<file path="config.mk">
export PLATFORM = sky130hd
export DESIGN_NAME = bus_uart_tx
export DESIGN_NICKNAME = d
export VERILOG_FILES = /design/src/rtl/bus_uart_tx.sv
export SDC_FILE = /design/constraint.sdc
export NUM_CORES = 1
export LEC_CHECK = 0
export ABC_CLOCK_PERIOD_IN_PS = 2800
export CORE_ASPECT_RATIO = 0.5
export CORE_MARGIN = 5
export CORE_UTILIZATION = 56
export CTS_BUF_LIST = sky130_fd_sc_hd__clkbuf_4 sky130_fd_sc_hd__clkbuf_8
export DETAILED_ROUTE_END_ITERATION = 12
export HOLD_SLACK_MARGIN = 0.05
export PLACE_DENSITY = 0.76
export SETUP_SLACK_MARGIN = 0.2
export SLEW_MARGIN = 25
export SYNTH_ARGS = -nofsm -noshare
export SYNTH_HDL_FRONTEND = slang
export SYNTH_SLANG_ARGS = --single-unit
</file>
<file path="constraint.sdc">
create_clock -name ph2 -period 2.8 [get_ports ph2]
set_input_delay 0.42 -clock ph2 [delete_from_list [all_inputs] [get_ports ph2]]
set_output_delay 0.42 -clock ph2 [all_outputs]
set_load 0.005 [all_outputs]
</file>
<file path="src/rtl/bus_uart_tx.sv">
// Memory-mapped 8N1 serial transmitter. Bytes written by the CPU queue in a FIFO and
// are shifted out LSB first; status, divisor and interrupt are visible to firmware.
module bus_uart_tx #(
    parameter logic [15:0] BASE_ADDR = 16'hE000,
    parameter int unsigned DEPTH     = 8,
    parameter logic [15:0] BAUD_DIV  = 16'd16
) (
    input  logic        ph2,
    input  logic        reset,
    input  logic [15:0] address,
    input  logic [7:0]  cpu_wdata,
    input  logic        mem_write,
    input  logic        mem_req,
    output logic [7:0]  cpu_rdata,
    output logic        rd_valid,
    output logic        tx,
    output logic        irq
);

    localparam int unsigned     PW       = (DEPTH > 1) ? $clog2(DEPTH) : 1;
    localparam logic [PW-1:0]   LAST_IDX = PW'(DEPTH - 1);
    localparam logic [3:0]      DEPTH_C  = 4'(DEPTH);

    typedef enum logic [1:0] {
        S_IDLE  = 2'd0,
        S_START = 2'd1,
        S_DATA  = 2'd2,
        S_STOP  = 2'd3
    } state_e;

    state_e        state_q;
    logic [7:0]    fifo_q [DEPTH];
    logic [PW-1:0] wr_ptr_q;
    logic [PW-1:0] rd_ptr_q;
    logic [3:0]    count_q;
    logic [3:0]    count_d;
    logic          ovf_q;
    logic [15:0]   div_q;
    logic [15:0]   baud_q;
    logic [2:0]    bit_q;
    logic [7:0]    shift_q;
    logic          tx_q;
    logic          irq_q;
    logic [7:0]    rdata_q;
    logic          rd_valid_q;

    logic          sel_s;
    logic [3:0]    offset_s;
    logic          wr_s;
    logic          rd_s;
    logic          empty_s;
    logic          full_s;
    logic          busy_s;
    logic [15:0]   div_eff_s;
    logic          bit_end_s;
    logic          pop_s;
    logic          push_s;
    logic          push_ok_s;
    logic          ovf_set_s;
    logic          idle_next_s;
    logic [7:0]    status_s;
    logic [7:0]    rdata_s;

    function automatic logic [PW-1:0] ptr_inc(input logic [PW-1:0] p);
        return (p == LAST_IDX) ? {PW{1'b0}} : p + PW'(1);
    endfunction

    assign sel_s       = mem_req && (address[15:4] == BASE_ADDR[15:4]);
    assign offset_s    = address[3:0];
    assign wr_s        = sel_s && mem_write;
    assign rd_s        = sel_s && !mem_write;
    assign empty_s     = (count_q == 4'd0);
    assign full_s      = (count_q == DEPTH_C);
    assign busy_s      = (state_q != S_IDLE);
    assign div_eff_s   = (div_q == 16'd0) ? 16'd1 : div_q;
    assign bit_end_s   = (baud_q == 16'd0);
    // The FSM takes the next byte either from idle or at the end of a stop bit.
    assign pop_s       = !empty_s && ((state_q == S_IDLE) || ((state_q == S_STOP) && bit_end_s));
    assign push_s      = wr_s && (offset_s == 4'd0);
    assign push_ok_s   = push_s && !full_s;
    assign ovf_set_s   = push_s && full_s;
    assign idle_next_s = !pop_s && ((state_q == S_IDLE) || ((state_q == S_STOP) && bit_end_s));
    assign status_s    = {count_q, ovf_q, busy_s, full_s, empty_s};

    assign cpu_rdata = rdata_q;
    assign rd_valid  = rd_valid_q;
    assign tx        = tx_q;
    assign irq       = irq_q;

    // Next FIFO occupancy; a pop on a full FIFO is not credited to a same-edge push.
    always_comb begin
        count_d = count_q;
        if (push_ok_s && !pop_s) begin
            count_d = count_q + 4'd1;
        end else if (!push_ok_s && pop_s) begin
            count_d = count_q - 4'd1;
        end else begin
            count_d = count_q;
        end
    end

    // Register read mux.
    always_comb begin
        rdata_s = 8'h00;
        case (offset_s)
            4'd1:    rdata_s = status_s;
            4'd2:    rdata_s = div_q[7:0];
            4'd3:    rdata_s = div_q[15:8];
            default: rdata_s = 8'h00;
        endcase
    end

    // FIFO storage; contents are meaningless while count is zero so no reset is needed.
    always_ff @(posedge ph2) begin
        if (push_ok_s) begin
            fifo_q[wr_ptr_q] <= cpu_wdata;
        end
    end

    // FIFO pointers and occupancy.
    always_ff @(posedge ph2 or negedge reset) begin
        if (!reset) begin
            wr_ptr_q <= {PW{1'b0}};
            rd_ptr_q <= {PW{1'b0}};
            count_q  <= 4'd0;
        end else begin
            if (push_ok_s) begin
                wr_ptr_q <= ptr_inc(wr_ptr_q);
            end
            if (pop_s) begin
                rd_ptr_q <= ptr_inc(rd_ptr_q);
            end
            count_q <= count_d;
        end
    end

    // Bus-visible registers: divisor, overflow flag and registered read data.
    always_ff @(posedge ph2 or negedge reset) begin
        if (!reset) begin
            div_q      <= BAUD_DIV;
            ovf_q      <= 1'b0;
            rdata_q    <= 8'h00;
            rd_valid_q <= 1'b0;
        end else begin
            rd_valid_q <= rd_s;
            if (rd_s) begin
                rdata_q <= rdata_s;
            end
            if (ovf_set_s) begin
                ovf_q <= 1'b1;
            end else if (rd_s && (offset_s == 4'd1)) begin
                ovf_q <= 1'b0;
            end
            if (wr_s && (offset_s == 4'd2)) begin
                div_q[7:0] <= cpu_wdata;
            end
            if (wr_s && (offset_s == 4'd3)) begin
                div_q[15:8] <= cpu_wdata;
            end
        end
    end

    // Transmit FSM; the divisor is re-sampled at every bit boundary.
    always_ff @(posedge ph2 or negedge reset) begin
        if (!reset) begin
            state_q <= S_IDLE;
            baud_q  <= 16'd0;
            bit_q   <= 3'd0;
            shift_q <= 8'h00;
            tx_q    <= 1'b1;
            irq_q   <= 1'b1;
        end else begin
            irq_q <= (count_d == 4'd0) && idle_next_s;
            case (state_q)
                S_IDLE: begin
                    if (pop_s) begin
                        shift_q <= fifo_q[rd_ptr_q];
                        baud_q  <= div_eff_s - 16'd1;
                        tx_q    <= 1'b0;
                        state_q <= S_START;
                    end else begin
                        tx_q <= 1'b1;
                    end
                end
                S_START: begin
                    if (bit_end_s) begin
                        baud_q  <= div_eff_s - 16'd1;
                        bit_q   <= 3'd0;
                        tx_q    <= shift_q[0];
                        state_q <= S_DATA;
                    end else begin
                        baud_q <= baud_q - 16'd1;
                    end
                end
                S_DATA: begin
                    if (bit_end_s) begin
                        baud_q <= div_eff_s - 16'd1;
                        if (bit_q == 3'd7) begin
                            tx_q    <= 1'b1;
                            state_q <= S_STOP;
                        end else begin
                            bit_q   <= bit_q + 3'd1;
                            shift_q <= {1'b0, shift_q[7:1]};
                            tx_q    <= shift_q[1];
                        end
                    end else begin
                        baud_q <= baud_q - 16'd1;
                    end
                end
                S_STOP: begin
                    if (bit_end_s) begin
                        if (pop_s) begin
                            shift_q <= fifo_q[rd_ptr_q];
                            baud_q  <= div_eff_s - 16'd1;
                            tx_q    <= 1'b0;
                            state_q <= S_START;
                        end else begin
                            tx_q    <= 1'b1;
                            state_q <= S_IDLE;
                        end
                    end else begin
                        baud_q <= baud_q - 16'd1;
                    end
                end
                default: begin
                    tx_q    <= 1'b1;
                    state_q <= S_IDLE;
                end
            endcase
        end
    end

endmodule

</file>
Word-level counts from Yosys, hierarchy flattened

Memories as Yosys holds them, arrays and structs flattened.
Cells that the tools add are included.

Add/sub/neg operators: 7
$mul: 0
Divide/modulo/power cells: 0
Magnitude comparators: 0
Equality and inequality tests: 17
Shift-type cells: 0
Mux-type cells: 36
Bitwise operators: 0
Reductions and logical operators: 36

Operator list:

| kind                    | number |
|---|---|
| $mux W16                | 4 |
| $pmux W16 S3            | 1 |
| $pmux W8 S3             | 2 |
| $logic_not A16 Y1       | 2 |
| $mux W8                 | 4 |
| $sub A16 B1 Y16 const B | 2 |
| $logic_and A1 B1 Y1     | 15 |
| $mux W3                 | 5 |
| $eq A12 B12 Y1 const B  | 1 |
| $logic_not A4 Y1        | 3 |
| $ne A2 B2 Y1 const B    | 6 |
| $mux W1                 | 10 |
| $mux W2                 | 5 |
| $add A3 B1 Y3 const B   | 3 |
| $eq A3 B3 Y1 const B    | 3 |
| $eq A4 B2 Y1 const B    | 2 |
| $mux W4                 | 2 |
| $pmux W2 S4             | 1 |
| $reduce_and A4 Y1       | 2 |
| $pmux W3 S2             | 1 |
| $reduce_bool A2 Y1      | 3 |
| $logic_not A1 Y1        | 5 |
| $reduce_and A5 Y1       | 1 |
| $add A4 B1 Y4 const B   | 1 |
| 11 further kinds        | 12 |

Flip-flop bits (word level): 67
Latch bits: 0
RAM bits: 64
Memory bits (read-only): 0
Input bits: 28
Output and inout port bits: 11
Word-level logic and storage cells: 111
Memories: 1

Memory list:

| name   | depth | width | rd ports | clocked after Yosys merged registers in | wr ports | RTL line | text |
|---|---|---|---|---|---|---|---|
| fifo_q | 8     | 8     | 1        | 0                                       | 1        | 32       | `logic [7:0] fifo_q [DEPTH];` |

Longest topological paths before layout

Word-level depth: 11
Mapped depth: 11
Mapped depth without buffers: 9

Least setup slack after synthesis

Ideal clock, no wire load.

Kind: reg2reg
Start point: reg div_q[8]
End point: reg baud_q[10]
Library setup time: 134 ps
Arrival time: 2676 ps
Required time: 2666 ps
Setup slack: -10 ps
Stages on the path, launching flop included: 12
Buffers on the path: 2
Clock period less this slack: 2810 ps
Cell sequence: dfrtp_1 > or3_1 > dlymetal6s2s_1 > nor4_2 > a31oi_1 > ha_1 > or4b_2 > buf_2 > nor4_1 > xor2_1 > o311ai_1 > a22oi_1

Cells in the longest elaborated chain, start to end: 6
Elaborated cells between the ends (all ways): 7
Those cells by class: add/sub: 1; mux: 5; reduce/logical: 1

RTL lines:

| element                  | RTL line | text |
|---|---|---|
| start: declaration       | 38       | `logic [15:0] div_q;` |
| start signal: assignment | 158      | `div_q[15:8] <= cpu_wdata;` |
| $logic_not A16 Y1        | 75       | `assign div_eff_s = (div_q == 16'd0) ? 16'd1 : div_q;` |
| $mux W16 *               | 75       |  |
| $sub A16 B1 Y16 *        | -        |  |
| $mux W16                 | 176, 212 |  |
| $mux W16                 | 211      | `if (bit_end_s) begin` |
| $pmux W16 S3 *           | 174      | `case (state_q)` |
| end signal: assignment   | 178      | `baud_q <= div_eff_s - 16'd1;` |
| end signal: assignment   | 187      | `baud_q <= div_eff_s - 16'd1;` |
| end signal: assignment   | 197      | `baud_q <= div_eff_s - 16'd1;` |
| end: declaration         | 39       | `logic [15:0] baud_q;` |

Mark *: on every way between the ends. The rest lies on a longest branch, timed or not.
A chain may end at the register's enable or synchronous reset.

Worst setup path after layout

Start point: reg div_q[11]
End point: reg baud_q[10]

Cells in the longest elaborated chain, start to end: 6
Elaborated cells between the ends (all ways): 7
Those cells by class: add/sub: 1; mux: 5; reduce/logical: 1

RTL lines:

| element             | RTL line |
|---|---|
| $logic_not A16 Y1 * | 75 |
| $mux W16 *          | 75 |
| $sub A16 B1 Y16 *   | - |
| $mux W16            | 176, 212 |
| $mux W16            | 211 |
| $pmux W16 S3 *      | 174 |

Marked as above.

==> results_dict.tcl <==
set metrics [dict create \
    outcome "finished, final reports clean" \
    tightest_slew_ns 0.788 \
    routedWlPerCell_um 21.2 \
    ys_warn_count 0 \
    drcViolationCount 0 \
    ys_async_sr_fraction 0.511 \
    avgSynthCellArea_um2 11.7 \
    met2WireLength_um 8610 \
    start_util 0.577 \
    cp-start-kind "flip-flop" \
    postSynthNetCount 627 \
    rsz0062_at_grt "true" \
    cts_tree "built" \
    drive_gt1_frac 0.256 \
    die_w_um 166 \
    synthTopCellsByCount "64 x dfrtp_1, 64 x edfxtp_1, 53 x nand2_1, 50 x o21ai_0, 27 x nor3_1" \
    gp_congestion 0.953 \
    fin_cells 846 \
    synthCells 584 \
    synth_area_leaders "edfxtp_1 28%, dfrtp_1 23%, mux4_2 5.3%" \
    clkLatencyLatePin_ns 0.44 \
    multi_input_area_um2 3170 \
    syn_to_final_growth_pct 20.4 \
    synth_largest_area_cell "edfxtp_1" \
    synthesis.area_um2 6850 \
    crit_fanout 6 \
    first_pass_iters 5 \
    end_kind "flip-flop" \
    core_area_um2 11900 \
    finish.net_count 711 \
    first_iter_violations 534 \
    ir_drop_uv 726 \
    slew_violations 0 \
    power_density_nw_per_um2 876 \
    maxUsedRoutingLayer "met4" \
    cts_root_buffer "clkbuf_8" \
    die-area_um2 14700 \
    placed_cells 803 \
    vias 5397 \
    setup_viol 0 \
    num_rows 28 \
    ant_nets 0 \
    finalCriticalPeriod_ns 2.65 \
    grt_pass1_wl_um 28900 \
    skew_ns 0.00994 \
    cp.required_ns 3.11 \
    hold_viol_final 0 \
    period_share 0.946 \
    dpl.hpwl_um 12300 \
    hold_class "reg -> reg" \
    yosys.area.top_type_share 0.280 \
    ys_seq_area_frac 0.526 \
    clock-sinks 131 \
    p_leak_nw 3.22 \
    diodes 0 \
    viasPerCell 6.38 \
    seq_area_um2 3600 \
    yosysUniqueCellTypes 69 \
    path_clk_slew_ns 0.09 \
    cts_made_buffers 17 \
    synth_edf_count 64 \
    grt_max_degree 44 \
    holdWs_ns 0.495 \
    ctsLongestPathBuffers 2 \
    maxSlewHeadroom 0.475 \
    path_class "reg -> reg" \
    io_pins 39 \
    fillers 839 \
    h-tree-depth 4 \
    worst_ep_arrival_time_ns 2.95 \
    fmax_mhz 378 \
    die_height_um 88.2 \
    wl_met3_um 1300 \
    ys_ff_latch 131 \
    fin_setup_tns_ns 0 \
    overflow 0 \
    antenna_found_initial 0 \
    portBuffers 38 \
    grt_usage 0.255 \
    drt-met1-wl_um 7700 \
    cap_viol_max_count 0 \
    ys.flop_type "edfxtp_1" \
    routed_wl_um 17900 \
    grt_pass1_vias 5445 \
]
worst max-delay path: stages (launching register included):
cell      delay, ns
dfrtp_1        0.40
or4_4          0.59
nor4_4         0.24
a31oi_2        0.16
ha_2           0.22
or4b_4         0.28
nor4_2         0.06
xor2_1         0.16
o311ai_1       0.28
a22oi_1        0.14
cells in the final DEF, fill, tap and decap left out, drive strengths merged, types with 4 or more instances in the layout:
cell type and count:
or4 7, o22ai 5, nor3b 5, dfrtp 64, edfxtp 64, mux2i 15, o21ai 51, nor2 26
o211ai 4, a31oi 5, a21oi 12, xnor2 9, clkdlybuf4s50 37, mux4 16, mux2 24, o311ai 6
nor4 15, clkbuf 18, or3 8, a22oi 12, xor2 11, clkinvlp 4, nand2 53, buf 59
ha 15, nor3 27, nand3 8, o31ai 4, a21o 5, nand4 6, inv 21, o32ai 7
or2 8, a211oi 4
flip-flops by register name (all words and copies together) (netlist names):
register   cells
fifo_q        64
ovf_q          1
wr_ptr_q       3
bit_q          3
cpu_rdata      8
rd_valid       1
state_q        2
baud_q        16
shift_q        8
div_q         16
count_q        4
irq            1
rd_ptr_q       3
tx             1
worst paths after layout:
path                                           from                  endpoint  slack (ns)  depth (start not counted)
setup / recovery              div_q[11]$_DFFE_PN0P_      baud_q[10]$_DFF_PN0_        0.15                          9
hold / removal             cpu_rdata[3]$_DFFE_PN0P_  cpu_rdata[3]$_DFFE_PN0P_        0.50                          2
setup reg to reg              div_q[11]$_DFFE_PN0P_      baud_q[10]$_DFF_PN0_        0.15                          9
hold reg to reg            cpu_rdata[3]$_DFFE_PN0P_  cpu_rdata[3]$_DFFE_PN0P_        0.50                          2
max in group asynchronous                     reset      div_q[4]$_DFFE_PN1P_        1.53                          3
min in group asynchronous                     reset  cpu_rdata[6]$_DFFE_PN0P_        0.54                          2
routing by layer:
metal	track usage	vias to the layer above
met2	0.426	260
met5	0	-
li1	-	2421
met3	0.0593	43
met1	0.343	2673
met4	0.0728	0
report_power, final:
group	internal, mW	switching [mW]	total, mW	leakage, nW
logic	1.32	1.73	3.05	1.59
registers	2.27	0.320	2.59	1.44
clock network	0.741	0.853	1.59	0.185
logic make-up after synthesis:
kind of cell	share of synthesized area
AOI/OAI and AO/OA	0.136
xor gates and xnor gates	0.0256
adders and majority gates	0.0274
buffers and inverters	0.0305
DFF	0.526
muxes	0.114
and+or+nand+nor	0.141
repair_timing:
item,CTS,global route
hold buffers,1,0
gates resized for setup,2,13
endpoints found under the setup margin,3,25
buffers inserted,2,8
hold endpoints to repair,24,0
pin swaps,2,7
stage by stage:
step,cell area [µm²],worst slack [ns],util,power [mW]
final,8250,0.152,0.695,7.23
after global routing,8250,0.0585,0.695,7.67
after CTS,8120,0.174,0.684,7.19
after detailed placement,7700,0.114,0.648,5.59
after global placement,7700,0.182,0.648,5.50
after floorplan,6910,0.165,-,4.65
final cells by class:
type,instances,share of cell area
Tap cell,165,0.0250
Clock buffer,18,0.0293
Timing Repair Buffer,97,0.101
Inverter,14,0.00637
Multi-Input combinational cell,407,0.384
Clock inverter,14,0.0174
Sequential cell,131,0.437
Note: power is estimated with default switching activity, not from simulation.
